**src/rtl/fetch_unit.sv**
```systemverilog
// Instruction fetch: owns the PC, issues in-order imem requests, buffers responses with PCs for decode.
// Latency: response in cycle N is visible on id_* in cycle N+1 at the earliest (all id_* come from slot state).
// Backpressure: id_ready low holds the head; once all DEPTH slots are allocated, no new request is issued.
module fetch_unit #(
   parameter int              XLEN     = 32,
   parameter logic [XLEN-1:0] RESET_PC = '0,
   parameter int              DEPTH    = 4
) (
   input  logic            clk,
   input  logic            rst,
   output logic            imem_req_valid,
   output logic [XLEN-1:0] imem_req_addr,
   input  logic            imem_req_ready,
   input  logic            imem_rsp_valid,
   input  logic [31:0]     imem_rsp_data,
   input  logic            redirect_valid,
   input  logic [XLEN-1:0] redirect_pc,
   output logic            id_valid,
   output logic [31:0]     id_instr,
   output logic [XLEN-1:0] id_pc,
   input  logic            id_ready
);

   localparam int          PW  = (DEPTH > 1) ? $clog2(DEPTH) : 1;
   localparam int          CW  = PW + 1;
   // Drop counter is wider than one ring's worth so that several redirects
   // in a row with a slow memory cannot wrap it.
   localparam int          DW  = CW + 4;
   localparam logic [31:0] NOP = 32'h0000_0013;

   // Fetch PC and the slot ring (pc/instr payload plus a filled flag per slot).
   logic [XLEN-1:0]  pc;
   logic [XLEN-1:0]  slot_pc    [DEPTH];
   logic [31:0]      slot_instr [DEPTH];
   logic [DEPTH-1:0] slot_filled;

   // wr_ptr: next slot to allocate; rsp_ptr: next slot a response fills;
   // rd_ptr: head slot presented to decode.
   logic [PW-1:0]    wr_ptr;
   logic [PW-1:0]    rsp_ptr;
   logic [PW-1:0]    rd_ptr;

   // occ: allocated slots; pend: allocated but still waiting for data;
   // drop_cnt: responses still owed by memory for fetches a redirect killed.
   logic [CW-1:0]    occ;
   logic [CW-1:0]    pend;
   logic [DW-1:0]    drop_cnt;

   logic             req_fire;
   logic             rsp_drop;
   logic             rsp_take;
   logic             pop;
   logic [XLEN-1:0]  redirect_target;
   logic [1:0]       redirect_pc_unused;

   // The target is always fetched word aligned; the low bits are ignored.
   assign redirect_target    = {redirect_pc[XLEN-1:2], 2'b00};
   assign redirect_pc_unused = redirect_pc[1:0];

   // Request only from registered occupancy: a slot freed by a pop this
   // cycle becomes requestable next cycle, keeping ready off the pop path.
   assign imem_req_valid = !rst && !redirect_valid && (occ < CW'(DEPTH));
   assign imem_req_addr  = pc;
   assign req_fire       = imem_req_valid && imem_req_ready;

   // Responses for killed fetches drain first. A live response arriving in
   // a redirect cycle belongs to the old stream and is thrown away as well.
   assign rsp_drop = imem_rsp_valid && (drop_cnt != '0);
   assign rsp_take = imem_rsp_valid && (drop_cnt == '0) && !redirect_valid;

   // Decode sees only the head slot's registered contents.
   assign id_valid = slot_filled[rd_ptr];
   assign id_instr = id_valid ? slot_instr[rd_ptr] : NOP;
   assign id_pc    = id_valid ? slot_pc[rd_ptr]    : '0;
   assign pop      = id_valid && id_ready;

   // Control state: PC, pointers, counters and filled flags; a redirect
   // flushes the ring but whatever decode took in the same cycle stays taken.
   always_ff @(posedge clk or posedge rst) begin
      if (rst) begin
         pc          <= RESET_PC;
         wr_ptr      <= '0;
         rsp_ptr     <= '0;
         rd_ptr      <= '0;
         occ         <= '0;
         pend        <= '0;
         drop_cnt    <= '0;
         slot_filled <= '0;
      end else if (redirect_valid) begin
         pc          <= redirect_target;
         wr_ptr      <= '0;
         rsp_ptr     <= '0;
         rd_ptr      <= '0;
         occ         <= '0;
         pend        <= '0;
         slot_filled <= '0;
         // Every unfilled slot still has a response coming; one arriving
         // right now (dropped or live) is consumed this cycle.
         drop_cnt    <= drop_cnt + DW'(pend) - DW'(imem_rsp_valid);
      end else begin
         if (req_fire) begin
            pc     <= pc + XLEN'(4);
            wr_ptr <= wr_ptr + PW'(1);
         end
         if (rsp_take) begin
            rsp_ptr <= rsp_ptr + PW'(1);
         end
         if (pop) begin
            rd_ptr <= rd_ptr + PW'(1);
         end
         occ      <= occ + CW'(req_fire) - CW'(pop);
         pend     <= pend + CW'(req_fire) - CW'(rsp_take);
         drop_cnt <= drop_cnt - DW'(rsp_drop);
         // The slot being filled is never the head being popped: a poppable
         // head is already filled, the fill target never is.
         for (int i = 0; i < DEPTH; i++) begin
            if (rsp_take && (rsp_ptr == PW'(i))) begin
               slot_filled[i] <= 1'b1;
            end else if (pop && (rd_ptr == PW'(i))) begin
               slot_filled[i] <= 1'b0;
            end
         end
      end
   end

   // Slot payload: PC captured at allocation, instruction at fill. Contents
   // are only ever read while the filled flag is set, so no reset is needed.
   always_ff @(posedge clk) begin
      if (req_fire) begin
         slot_pc[wr_ptr] <= pc;
      end
      if (rsp_take) begin
         slot_instr[rsp_ptr] <= imem_rsp_data;
      end
   end

   // A request the memory did not take must be presented unchanged.
   assert property (@(posedge clk) disable iff (rst)
      (imem_req_valid && !imem_req_ready) |=> (imem_req_addr == $past(imem_req_addr)));

endmodule

```
**config.mk**
```make
export PLATFORM = sky130hd
export DESIGN_NAME = fetch_unit
export DESIGN_NICKNAME = d
export VERILOG_FILES = /design/src/rtl/fetch_unit.sv
export SDC_FILE = /design/constraint.sdc
export NUM_CORES = 1
export LEC_CHECK = 0
export ABC_AREA = 1
export CAP_MARGIN = 20
export CORE_ASPECT_RATIO = 0.6
export CORE_MARGIN = 4
export CORE_UTILIZATION = 60
export CTS_CLUSTER_DIAMETER = 40
export DETAILED_ROUTE_END_ITERATION = 6
export PLACE_DENSITY_LB_ADDON = 0.05
export SLEW_MARGIN = 20
export SYNTH_ARGS = -nofsm -noshare
export SYNTH_HDL_FRONTEND = slang
export SYNTH_SLANG_ARGS = --single-unit
```
**constraint.sdc**
```tcl
create_clock -name clk -period 4.1 [get_ports clk]
set_clock_uncertainty 0.1 [all_clocks]
set_input_delay 0.82 -clock clk [delete_from_list [all_inputs] [get_ports clk]]
set_output_delay 0.82 -clock clk [all_outputs]
set_load 0.02 [all_outputs]
```
==> results of run 1 <==
-- area by class of cell --
cell class                      instances  share of cell area
Sequential cell                       301               0.531
Multi-Input combinational cell        796               0.242
Timing Repair Buffer                  180               0.109
Clock buffer                           30              0.0441
Inverter                              147              0.0340
Tap cell                              308              0.0233
Clock inverter                         24              0.0173
-- path summary, 6_finish.rpt --
path                                start             end  depth (start not counted)
max                             rd_ptr[0]       id_pc[12]                          7
min                        slot_filled[1]  slot_filled[1]                          2
max reg2reg                     rd_ptr[0]          occ[2]                         12
min reg2reg                slot_filled[1]  slot_filled[1]                          2
max in group asynchronous             rst       rd_ptr[0]                          3
min in group asynchronous             rst          occ[2]                          3
-- power groups by stage --
stage          Combinational (mW)  Clock, mW  Sequential (mW)
3_3_place_gp                 1.21          0             3.68
5_1_grt                      1.42       2.98             3.65
3_5_place_dp                 1.24          0             3.69
4_1_cts                      1.26       2.85             3.63
6_report                     1.27       2.81             3.63
2_1_floorplan               0.790          0             3.67
-- worst reg2reg max path, stage by stage, from the launching register on --
cell and delay (ns):
dfrtp_4 0.60, inv_4 0.30, nand2_2 0.08, nand3_2 0.09
nand2_4 0.09, nor2_4 0.24, ha_1 0.28, inv_1 0.06
ha_1 0.13, inv_1 0.05, fa_1 0.37, xor2_1 0.15
nor2_1 0.05
-- per-layer routing --
layer,GRT usage,vias up,wire [µm]
met5,0,-,0
met4,0.0431,0,408
met3,0.0567,38,3190
met2,0.392,463,14900
met1,0.380,4832,14500
li1,-,4736,-
-- registers in the layout, indices dropped and copies added (netlist names) --
register,cells
pend,3
drop_cnt,7
wr_ptr,2
slot_filled,4
rd_ptr,2
imem_req_addr,30
slot_pc,120
occ,3
rsp_ptr,2
slot_instr,128
-- stage by stage --
step	cells	area (µm²)
after floorplan	1309	13700
after global routing	1786	16500
after detailed placement	1731	15500
after CTS	1785	16500
after global placement	1731	15500
final	1786	16500
-- synthesized netlist by cell type (all sizes together), types with 3 or more instances --
cell,number,share of area
a21oi,5,0.0018
buf,43,0.020
clkbuf,22,0.0060
dfrtp,53,0.097
edfxtp,248,0.54
fa,3,0.0044
ha,31,0.028
inv,147,0.041
nand2,241,0.068
nand3,73,0.028
nand4,10,0.0046
nor2,189,0.055
nor3,4,0.0027
o211ai,4,0.0022
o21ai,146,0.053
o21bai,7,0.0038
o221ai,4,0.0026
o22ai,59,0.027
xnor2,6,0.0038
xor2,6,0.0038
-- what timing repair did --
item,4_1_cts,5_1_grt
buffers inserted,0,0
endpoints found under the setup margin,4,24
cloned,0,1
hold buffers,0,0
gates resized for setup,1,3
-- kinds of logic after synthesis --
group,after synthesis,synth area share
adders and majority gates,34,0.0328
xor gates and xnor gates,12,0.00769
DFF,301,0.642
other,1,0.000274
AOI/OAI and AO/OA,226,0.0914
and+or+nand+nor,520,0.159
buffers and inverters,212,0.0668
==> reports/qor.txt, run 1 <==
outcome: finished, final reports clean
Slew HR: 0.481
Initial Util: 0.615
Reg clk slew, reported paths: 0.06 ns
PnR Total Power: 7.71 mW
DR vias: 10100
register area share after synthesis: 0.642
Worst Setup Start Kind: register
Worst Hold Class: register to register
CP Capture Type: primary output
PortBufs: 161
Residual DRC: 0
P&R area growth vs syn: 21.0%
PwrDens: 466 nW/µm²
most common cell after layout, fill and taps aside: edfxtp_1
Ports: 168
Mapped Cells: 1306
max-cap viol count: 0
Slew Limit Fails: 0
R2R setup slack: 1.38 ns
min Tclk post-route: 3.88 ns
cts bufs inserted: 29
Worst EP required: 3.18 ns
share of power burned in registers: 0.470
first-pass GRT wire length: 51.8 mm
setup TNS: 0 ns
largest net degree at the start of global routing: 111
remaining antenna violation count: 0
HPWL after DPL: 20.2 mm
DR iter-0 viols: 950
CP Max Fanout: 53
Fin. Hold Viols: 0
Combinational Power Share: 0.165
gr usage total: 0.254
EDFF count, synth: 248
Mapped Avg Cell Area: 10.5 µm²
routed len/inst: 18.5 µm
initial antenna violation count: 0
Sequential cell area: 8780 µm²
die width: 203 µm
Worst EP arrival: 2.96 ns
commonest non-fill, non-tap cells in the layout: 248 x edfxtp_1, 235 x nand2_1, 176 x nor2_1
final net count: 1559
Worst-Skew Late Latency: 0.54 ns
family with the most delay on the worst path: buffers and inverters
area of the multi-input gates: 4000 µm²
cell-internal power: 5.59 mW
WS Path Type: register to primary output
FF+latch count, synth: 301
DRT Wirelength: 33.0 mm
layout cells sized above 1: 0.0717
clock tree buffer depth: 3
Worst path max stage delay: 0.60 ns
GPL Wtd Cong: 0.962
Ant. Diodes: 0
Async S/R FF share, synth: 0.176
Post-synth top flop: edfxtp_1
Clock Sink Count: 301
share of power burned in the clock network: 0.365
Die H: 125 µm
Mapped Area: 13700 µm²
slew at the pin closest to its max-slew limit: 0.779 ns
gr ovfl total: 0
Clock Tree Root: clkbuf_16
std cell rows: 42
vias in the first global route: 9711
Die ar.: 25300 µm²
crit share post-route: 0.947
core box area: 22200 µm²
CTS tree: done
htree depth: 1
final core occ: 0.744
Buf+Inv Stages, Crit Path: 4
final hold slack: 0.437 ns
filler instances: 1542
RSZ-0062 raised after global routing: false
sw frac: 0.276
DR pass1 iterations: 6
routed vias/inst: 5.64
Yosys cell types: 36
switching power: 2.13 mW
Pleak: 6.61 nW
Max IR drop VDD: 0.315 mV
slowest library cell on the worst path: dfrtp_4
setup ws final: 0.217 ns
crit path cell chain: inv_4, buf_16, o21ai_0, o22ai_1, nand2_1, inv_1, clkdlybuf4s50_1
synth warn: 0
maximum clock rate: 0.258 GHz
pre-CTS setup slack: 0.482 ns
Final Setup Violations: 0
(Power assumes the default switching activity.)
==> run 2, diff against run 1 <==
--- a/config.mk
+++ b/config.mk
@@ -9,9 +9,11 @@
 export CAP_MARGIN = 20
 export CORE_ASPECT_RATIO = 0.6
 export CORE_MARGIN = 4
-export CORE_UTILIZATION = 60
+export CORE_UTILIZATION = 56
 export CTS_CLUSTER_DIAMETER = 40
+export CTS_CLUSTER_SIZE = 8
 export DETAILED_ROUTE_END_ITERATION = 6
+export HOLD_SLACK_MARGIN = 0.15
 export PLACE_DENSITY_LB_ADDON = 0.05
 export SLEW_MARGIN = 20
 export SYNTH_ARGS = -nofsm -noshare
==> constraint.sdc (replaced) <==
create_clock -name clk -period 3.9 [get_ports clk]
set_clock_uncertainty 0.1 [all_clocks]
set_input_delay 0.78 -clock clk [delete_from_list [all_inputs] [get_ports clk]]
set_output_delay 0.78 -clock clk [all_outputs]
set_load 0.02 [all_outputs]
==> reports/qor.txt, run 2 (synthesis gave the netlist of run 1 again) <==
commonest non-fill, non-tap cells in the layout: 248 x edfxtp_1, 235 x nand2_1, 176 x nor2_1 (unchanged)
max-cap viol count: 0 (unchanged)
gr ovfl total: 0 (unchanged)
Pleak: 6.76 nW (was 6.61 nW)
share of power burned in registers: 0.441 (was 0.470)
Slew HR: 0.466 (was 0.481)
Reg clk slew, reported paths: 0.05 ns (was 0.06 ns)
largest net degree at the start of global routing: 106 (was 111)
Residual DRC: 0 (unchanged)
switching power: 2.31 mW (was 2.13 mW)
cts bufs inserted: 44 (was 29)
PortBufs: 161 (unchanged)
Top reg by flops: slot_instr (unchanged)
gr usage total: 0.248 (was 0.254)
setup bufs post-CTS: 0 (unchanged)
HPWL after DPL: 20.8 mm (was 20.2 mm)
Worst Setup Start Kind: register (unchanged)
Placed Cells incl. Taps: 1744 (was 1731)
Fin. Hold Viols: 0 (unchanged)
core box area: 23600 µm² (was 22200 µm²)
std cell rows: 43 (was 42)
DR iter-0 viols: 893 (was 950)
final hold slack: 0.406 ns (was 0.437 ns)
routed len/inst: 18.4 µm (was 18.5 µm)
met2 wire length: 14.6 mm (was 14.9 mm)
Worst EP arrival: 2.88 ns (was 2.96 ns)
max layer used: met4 (unchanged)
Slew Limit Fails: 0 (unchanged)
routed vias/inst: 5.52 (was 5.64)
maximum clock rate: 0.266 GHz
Final Setup Violations: 0 (unchanged)
Die ar.: 27100 µm² (was 25300 µm²)
Initial Util: 0.580 (was 0.615)
clock tree buffer depth: 3 (unchanged)
GPL Wtd Cong: 0.894 (was 0.962)
Final Non-Filler Cells: 1826 (was 1786)
Reg2Reg Launch Point: drop_cnt[4] (was rd_ptr[0])
Combinational Power Share: 0.154 (was 0.165)
Critical Path Source: rd_ptr[0] (unchanged)
Max IR drop VDD: 0.362 mV (was 0.315 mV)
outcome: finished, final reports clean (unchanged)
CTS Hold Buffers Added: 0 (unchanged)
min Tclk post-route: 3.76 ns
max reg flops: 128 (unchanged)
initial antenna violation count: 0 (unchanged)
final core occ: 0.716 (was 0.744)
DR vias: 10100 (about the same)
slew at the pin closest to its max-slew limit: 0.802 ns (was 0.779 ns)
share of power burned in the clock network: 0.406 (was 0.365)
Worst Hold Class: register to register (unchanged)
DRT Wirelength: 33.7 mm (was 33.0 mm)
sw frac: 0.266 (was 0.276)
Ant. Diodes: 0 (unchanged)
P&R area growth vs syn: 23.4% (was 21.0%)
cell-internal power: 6.39 mW (was 5.59 mW)
Worst EP required: 3.02 ns (was 3.18 ns)
Hold Crit Start: slot_filled[3] (was slot_filled[1])
Clock Sink Count: 301 (unchanged)
Clock Tree Root: clkbuf_16 (unchanged)
Die H: 129 µm (was 125 µm)
filler instances: 1705 (was 1542)
remaining antenna violation count: 0 (unchanged)
vias in the first global route: 9626 (was 9711)
die width: 210 µm (was 203 µm)
Ports: 168 (unchanged)
CP Capture Type: primary output (unchanged)
crit share post-route: 0.965
DR pass1 iterations: 5 (was 6)
DRT met1 WL: 15.4 mm (was 14.5 mm)
CTS tree: done (unchanged)
Worst-Skew Late Latency: 0.54 ns (about the same)
layout cells sized above 1: 0.0754 (was 0.0717)
most common cell after layout, fill and taps aside: edfxtp_1 (unchanged)
RSZ-0062 raised after global routing: false (unchanged)
routed wl met3: 3.27 mm (was 3.19 mm)
WS Path Type: register to primary output (unchanged)
PwrDens: 516 nW/µm² (was 466 nW/µm²)
Resize count post-CTS: 0 (was 1)
htree depth: 2 (was 1)
CP Max Fanout: 95 (was 53)
final net count: 1579 (was 1559)
first-pass GRT wire length: 52.8 mm (was 51.8 mm)
==> run 2: cell types whose count changed in the layout (fill, tap and decap cells not counted) <==
cell        previous run  this run
inv_4                  1         0
clkbuf_1               1        33
clkinv_1               7         0
inv_6                  5         3
inv_8                  1         0
buf_12                 1         3
clkinv_2               2         1
bufinv_16              5         1
clkinvlp_4             2         0
buf_16                 1         0
clkbuf_16             30        45
buf_4                 16        21
clkinv_8               2         0
==> run 2: power by group through the flow <==
stage | sequential, mW | clock [mW] | combinational, mW
floorplan | 3.86 | 0 | 0.830
global placement | 3.88 | 0 | 1.28
detailed placement | 3.89 | 0 | 1.32
CTS | 3.83 | 3.59 | 1.33
global route | 3.85 | 3.76 | 1.49
finish | 3.84 | 3.53 | 1.34
==> run 2: routing by layer <==
| metal | global-route usage | vias to the layer above |
|---|---|---|
| li1 | - | 4779 |
| met4 | 0.0548 | 0 |
| met3 | 0.0668 | 42 |
| met2 | 0.363 | 449 |
| met5 | 0 | - |
| met1 | 0.377 | 4803 |
==> run 2: critical path: stages, from the launching register on <==
cell and delay (ns):
dfrtp_4 0.61, clkinv_2 0.15, buf_12 0.36, o21ai_0 0.14, o22ai_1 0.32, nand2_1 0.11, inv_2 0.06, clkdlybuf4s50_1 0.59
==> run 2: final timing paths <==
path	slack, ns	to	cells past startpoint
max	0.14	id_pc[28]	7
min in group asynchronous	0.76	occ[1]	3
max in group asynchronous	2.35	rd_ptr[0]	3
min	0.41	slot_filled[3]	2
min reg2reg	0.41	slot_filled[3]	2
max reg2reg	1.17	pend[2]	13
==> run 2: area by class of cell <==
cell class	instances	area [µm²]	area share
clock inverters	4	56.3	0.00334
clock buffers	78	1250	0.0741
multi-input cells	796	4000	0.237
repair buffers	185	1820	0.108
inverters	147	558	0.0331
flip-flops and latches	301	8780	0.521
well taps	315	394	0.0234
==> run 2: metrics by stage <==
step | total power [mW] | TNS [ns] | cell area, µm² | setup WS, ns
after detailed placement | 5.21 | 0 | 15600 | 0.612
after global placement | 5.17 | 0 | 15600 | 0.645
after global routing | 9.10 | 0 | 16900 | 0.0123
after CTS | 8.75 | 0 | 16900 | 0.0269
after floorplan | 4.69 | -49.12 | 13700 | -0.409
final | 8.71 | 0 | 16900 | 0.138
